### config.mk
export PLATFORM = sky130hd
export DESIGN_NAME = proc_w_flat
export DESIGN_NICKNAME = d
export VERILOG_FILES = /design/src/rtl/proc_w_if.sv /design/src/rtl/proc_w.sv /design/src/flat_wrapper.sv
export SDC_FILE = /design/constraint.sdc
export NUM_CORES = 1
export LEC_CHECK = 0
export CAP_MARGIN = 20
export CELL_PAD_IN_SITES_DETAIL_PLACEMENT = 0
export CELL_PAD_IN_SITES_GLOBAL_PLACEMENT = 1
export CORE_MARGIN = 3
export CORE_UTILIZATION = 47
export DETAILED_ROUTE_END_ITERATION = 10
export PLACE_DENSITY = 0.8
export REMOVE_ABC_BUFFERS = 1
export SLEW_MARGIN = 0
export SYNTH_ARGS = -nofsm -noshare
export SYNTH_HDL_FRONTEND = slang
export SYNTH_SLANG_ARGS = --single-unit
### constraint.sdc
create_clock -name Clock -period 6.6 [get_ports Clock]
set_input_delay 1.32 -clock Clock [delete_from_list [all_inputs] [get_ports Clock]]
set_output_delay 1.32 -clock Clock [all_outputs]
set_load 0.05 [all_outputs]
### src/rtl/proc_w_if.sv
// rtl/proc_w_if.sv - instruction/bus/status signal bundle between the board wrapper and proc_w
interface proc_w_if #(
  parameter int W = 16
);
  logic [W-1:0] DIN;
  logic         Run;
  logic         Done;
  logic [W-1:0] BusWires;
  logic         Zflag;
  logic         Cflag;

  modport master (
    output DIN,
    output Run,
    input  Done,
    input  BusWires,
    input  Zflag,
    input  Cflag
  );

  modport slave (
    input  DIN,
    input  Run,
    output Done,
    output BusWires,
    output Zflag,
    output Cflag
  );
endinterface

### src/rtl/proc_w.sv
// rtl/proc_w.sv - W-bit multi-cycle bus processor: R0-R7, A, G, eight opcodes, Z/C flags
// The interface instance must be built with the same W as this module.
module proc_w #(
  parameter int W = 16
) (
  input  logic     Clock,
  input  logic     Resetn,
  proc_w_if.slave  pif
);

  typedef enum logic [1:0] {T0, T1, T2, T3} state_t;

  localparam logic [2:0] OP_MV   = 3'b000;
  localparam logic [2:0] OP_MVI  = 3'b001;
  localparam logic [2:0] OP_ADD  = 3'b010;
  localparam logic [2:0] OP_SUB  = 3'b011;
  localparam logic [2:0] OP_AND  = 3'b100;
  localparam logic [2:0] OP_OR   = 3'b101;
  localparam logic [2:0] OP_MVNZ = 3'b110;
  localparam logic [2:0] OP_XOR  = 3'b111;

  // sel bit positions: 0..7 = R0..R7, 8 = G, 9 = DIN
  localparam int SEL_G   = 8;
  localparam int SEL_DIN = 9;

  state_t       state, state_nxt;
  logic [8:0]   ir;
  logic [W-1:0] r [8];
  logic [W-1:0] a, g;
  logic         z_q, c_q;

  logic [2:0]   op, rx, ry;
  logic         is_move;
  logic [9:0]   sel;
  logic         ir_we, a_we, g_we, rx_we, done;
  logic [W-1:0] bus_val;
  logic [W-1:0] alu_res;
  logic         alu_c;

  assign op      = ir[8:6];
  assign rx      = ir[5:3];
  assign ry      = ir[2:0];
  assign is_move = (op == OP_MV) || (op == OP_MVI) || (op == OP_MVNZ);

  always_ff @(posedge Clock or negedge Resetn) begin
    if (!Resetn) begin
      state <= T0;
    end else begin
      state <= state_nxt;
    end
  end

  always_comb begin
    state_nxt = state;
    sel       = '0;
    ir_we     = 1'b0;
    a_we      = 1'b0;
    g_we      = 1'b0;
    rx_we     = 1'b0;
    done      = 1'b0;
    case (state)
      T0: begin
        if (pif.Run) begin
          ir_we     = 1'b1;
          state_nxt = T1;
        end
      end
      T1: begin
        if (is_move) begin
          if (op == OP_MVI) begin
            sel[SEL_DIN] = 1'b1;
          end else begin
            sel = 10'd1 << ry;
          end
          // mvnz still drives Ry on the bus, it just suppresses the write
          rx_we     = (op != OP_MVNZ) || !z_q;
          done      = 1'b1;
          state_nxt = T0;
        end else begin
          sel       = 10'd1 << rx;
          a_we      = 1'b1;
          state_nxt = T2;
        end
      end
      T2: begin
        sel       = 10'd1 << ry;
        g_we      = 1'b1;
        state_nxt = T3;
      end
      T3: begin
        sel[SEL_G] = 1'b1;
        rx_we      = 1'b1;
        done       = 1'b1;
        state_nxt  = T0;
      end
      default: state_nxt = T0;
    endcase
  end

  always_comb begin
    bus_val = pif.DIN;
    for (int i = 0; i < 8; i++) begin
      if (sel[i]) begin
        bus_val = r[i];
      end
    end
    if (sel[SEL_G]) begin
      bus_val = g;
    end
    if (sel[SEL_DIN]) begin
      bus_val = pif.DIN;
    end
  end

  always_comb begin
    alu_res = '0;
    alu_c   = 1'b0;
    case (op)
      OP_ADD:  {alu_c, alu_res} = {1'b0, a} + {1'b0, bus_val};
      OP_SUB: begin
        alu_res = a - bus_val;
        alu_c   = (a < bus_val);
      end
      OP_AND:  alu_res = a & bus_val;
      OP_OR:   alu_res = a | bus_val;
      OP_XOR:  alu_res = a ^ bus_val;
      default: alu_res = '0;
    endcase
  end

  always_ff @(posedge Clock or negedge Resetn) begin
    if (!Resetn) begin
      ir  <= '0;
      a   <= '0;
      g   <= '0;
      z_q <= 1'b0;
      c_q <= 1'b0;
      for (int i = 0; i < 8; i++) begin
        r[i] <= '0;
      end
    end else begin
      if (ir_we) begin
        ir <= pif.DIN[W-1 -: 9];
      end
      if (a_we) begin
        a <= bus_val;
      end
      if (g_we) begin
        g   <= alu_res;
        z_q <= (alu_res == '0);
        c_q <= alu_c;
      end
      if (rx_we) begin
        r[rx] <= bus_val;
      end
    end
  end

  assign pif.Done     = done;
  assign pif.BusWires = bus_val;
  assign pif.Zflag    = z_q;
  assign pif.Cflag    = c_q;

endmodule

### src/flat_wrapper.sv
// flat-port wrapper written by rule: the top's interface ports become plain ports
module proc_w_flat 
#(
  parameter int W = 16
)
  (Clock, Resetn, pif_DIN, pif_Run, pif_Done, pif_BusWires, pif_Zflag, pif_Cflag);
  proc_w_if #(.W(W)) pif_i ();
  input  logic Clock;
  input  logic Resetn;
  input wire logic [$bits(pif_i.DIN)-1:0] pif_DIN;
  input wire logic [$bits(pif_i.Run)-1:0] pif_Run;
  output wire logic [$bits(pif_i.Done)-1:0] pif_Done;
  output wire logic [$bits(pif_i.BusWires)-1:0] pif_BusWires;
  output wire logic [$bits(pif_i.Zflag)-1:0] pif_Zflag;
  output wire logic [$bits(pif_i.Cflag)-1:0] pif_Cflag;
  assign pif_i.DIN = pif_DIN;
  assign pif_i.Run = pif_Run;
  assign pif_Done = pif_i.Done;
  assign pif_BusWires = pif_i.BusWires;
  assign pif_Zflag = pif_i.Zflag;
  assign pif_Cflag = pif_i.Cflag;
  proc_w #(.W(W)) u_core (.Clock(Clock), .Resetn(Resetn), .pif(pif_i));
endmodule
==> implementation parameters <==
Parameter                              Value

Run status
  Run status ... finished, final reports clean

Synth
  Sequential cell area fraction in the yosys report ... 40.4%
  Library cell occupying the most area in the post-synthesis netlist ... dfrtp_1
  Library cells used by synthesis ... 80
  Number of storage elements in the synthesis netlist ... 173
  Cell Area, Synth ... 0.0107 mm^2
  Multiplexer share of the synthesized area ... 2.05%
  Leading post-synthesis cells by instance count ... nand2_1, dfrtp_1, o21ai_1
  Warnings from Yosys ... 0
  Most frequent cell after synthesis ... nand2_1
  Count of mapped cells out of synthesis ... 1230
  Post-synth EDFFs ... 0
  Area share of and/or/nand/nor cells after synthesis ... 16.0%
  Synth Area in Compound Gates ... 26.6%
  Synth top area share ... 40.4%
  Synthesized area per cell ... 8.72 um^2
  Largest family of logic cells by synthesized area ... compound AO/OA/AOI/OAI gates
  Dominant synthesized flop cell ... dfrtp_1
  Synth area leaders ... dfrtp_1, nand2_1, ha_1, o21ai_1, o21ai_2
  Xor/xnor cell area share of the yosys netlist ... 1.13%
  Share of synthesized registers carrying an async set or reset ... 100%
  Fraction of the mapped netlist area in adder cells ... 6.91%

Clock network
  Clock insertion delay at the later pin of the skew report ... 440 ps
  TritonCTS Buffers ... 17
  Clock Sink Count ... 173
  Post CTS Setup Buffer Count ... 0
  Cell chosen for the clock root ... clkbuf_16
  Clock tree from TritonCTS ... built
  Maximum buffer depth of the clock tree ... 2
  CTS H-tree depth ... 4
  Post-CTS resize count ... 0
  Clock slew at reported path FFs ... 70 ps
  # hold bufs at CTS ... 0

Cells and area
  Area occupied by multi-input gates ... 0.00568 mm^2
  Filler cells ... 2106
  Share of final-layout standard cells stronger than drive strength 1 ... 14.2%
  Number of nets in the finished design ... 1304
  Number of antenna repair diodes ... 0
  Synthesis-to-layout area growth ... 11.1%
  Storage cell area ... 0.00433 mm^2

Placed design
  HPWL reported at the end of detailed placement ... 21000 um
  Final weighted congestion of routability-driven global placement ... 0.908
  Count of input and output buffers ... 37

Global route
  Global-route wire length before repair ... 49300 um
  Maximum number of pins on one net before global-route repair ... 97
  Via count of the first global-routing pass ... 8894
  Initial antenna violation count ... 0
  Overflow left after global routing ... 0
  Global-route usage over all layers ... 25.3%

Timing
  Relative slew slack ... 33.4%
  Final Max Tran Viols ... 0
  Number of hold-slack violations in the final timing report ... 0
  Setup repair after global routing missed its margin ... false
  Maximum frequency from static timing analysis ... 165 MHz
  Worst slew pin tran ... 991 ps
  Total of endpoints with negative setup slack in the final report ... 0
  Final critical-path share of the clock period ... 91.9%
  Setup TNS Final ... 0 ps
  Clock Skews ... 14.2 ps
  Period minus WS final ... 6060 ps

Worst hold path
  Startpoint of the most critical hold path ... u_core.r[127]
  Path category of the worst min-delay check ... reg -> reg
  Number of cells on the worst hold path ... 2

Worst setup path
  Reg2reg end ... u_core.pif.Zflag
  Worst setup path class ... reg -> out
  CP required ... 5280 ps
  Worst setup path endpoint ... pif_BusWires[15]
  Highest net fanout along the worst path ... 14
  Setup slack, reg-to-reg ... 650 ps
  Setup crit end kind ... output port
  Worst reg2reg path depth ... 18
  Crit path launch type ... register
  Arrival @ worst endpoint ... 4740 ps

Die
  Horizontal die dimension ... 157 um
  Initial standard-cell utilization of the core ... 48.6%
  Die outline height ... 157 um
  Die footprint ... 0.0247 mm^2
  Boundary pin count ... 38
  Core Box Area ... 0.0221 mm^2
  Row count ... 54

Route
  Remaining number of nets flagged by the antenna check after routing ... 0
  Mean routed wirelength per cell ... 20.0 um
  Average via count per standard cell ... 5.93
  Initial DRT Pass Iterations ... 5
  Total Routed Length ... 30400 um
  Drt first-iter violations ... 685
  Total number of vias ... 9020
  Post-route DRC violation count ... 0

Job
  Number of maximum-capacitance constraint violations ... 0
state kept, by name (all words and copies together) (netlist names), named ones only:
signal / flops
u_core.state: 1
u_core.r: 128
u_core.pif.Cflag: 1
u_core.ir: 9
u_core.a: 16
u_core.g: 16
u_core.pif.Zflag: 1
routing by layer:
layer  track usage (%)  vias up  wire length, um  part of all wire, %
met2              40.8      244            14200                   47
met5                 0        -                0                    0
met1              35.7     4343            14200                   47
li1                  -     4383                -                    -
met4              7.81        0              715                  2.4
met3              3.38       50             1320                  4.3
through the flow:
step                hold WS (ps)  instance area [um^2]  util, %  setup WS (ps)  std cells
global placement             460                 11200     50.9            867       1486
global route                 492                 11900     54.0            191       1520
finish                       482                 11900     54.0            536       1520
floorplan                    446                 10200        -            329       1128
detailed placement           466                 11300     51.0            735       1487
CTS                          481                 11900     53.8            520       1519
critical path: stages (launching register included):
cell and delay (ps):
dfrtp_1 400, inv_1 100, ha_1 350, a31oi_4 200, o32a_1 390, nor2_2 370
buf_4 300, a311o_1 160, a31oi_1 100, a221o_1 310, a21oi_2 740, inv_2 120
clkdlybuf4s50_1 780
worst min-delay path by stage:
stage,end,slack (ps)
2_1_floorplan,u_core.r[79],450
3_3_place_gp,u_core.r[50],460
3_5_place_dp,u_core.r[31],470
4_1_cts,u_core.r[31],480
5_1_grt,u_core.r[127],490
6_report,u_core.r[127],480
kinds of logic (layout without fill, tap and decap cells):
group                    count (synthesis)  in the layout
AO/OA/AOI/OAI                          420            420
XOR/XNOR                                13             13
adder cells (fa/ha/maj)                 58             58
buffers and inverters                  161            171
flip-flops                             173            173
multiplexers                            20             20
AND/OR/NAND/NOR                        385            385
cell type report:
class | count | share of cell area (%)
clock buffer | 17 | 3.57
sequential | 173 | 36.3
multi-input combinational | 896 | 47.6
timing repair buffer | 80 | 6.03
tap | 280 | 2.94
clock inverter | 15 | 1.67
inverter | 59 | 1.86
layout by cell type, fill, tap and decap left out, types with 5 or more instances in the layout:
cell and n:
a21oi_2 10, clkbuf_16 17, a22oi_1 5, nand2_1 216
inv_1 41, nand3_1 23, o22ai_1 7, a311o_1 16
nor2_1 53, o31ai_1 17, o21ai_0 54, inv_6 5
buf_4 47, o21ai_1 114, a221oi_1 21, dfrtp_1 173
a211oi_1 8, xor2_1 5, nor3_1 23, nor2b_1 23
a21oi_1 41, inv_2 18, a31oi_1 24, xnor2_1 7
mux2_2 16, o41ai_1 5, ha_1 56, nand2b_1 11
a221o_1 16, a21o_1 11, o21ai_2 33, clkdlybuf4s50_1 30
Power is left out: the tool's default activity adds up to more than one toggle a clock period on the data nets, which glitch-free logic cannot reach.
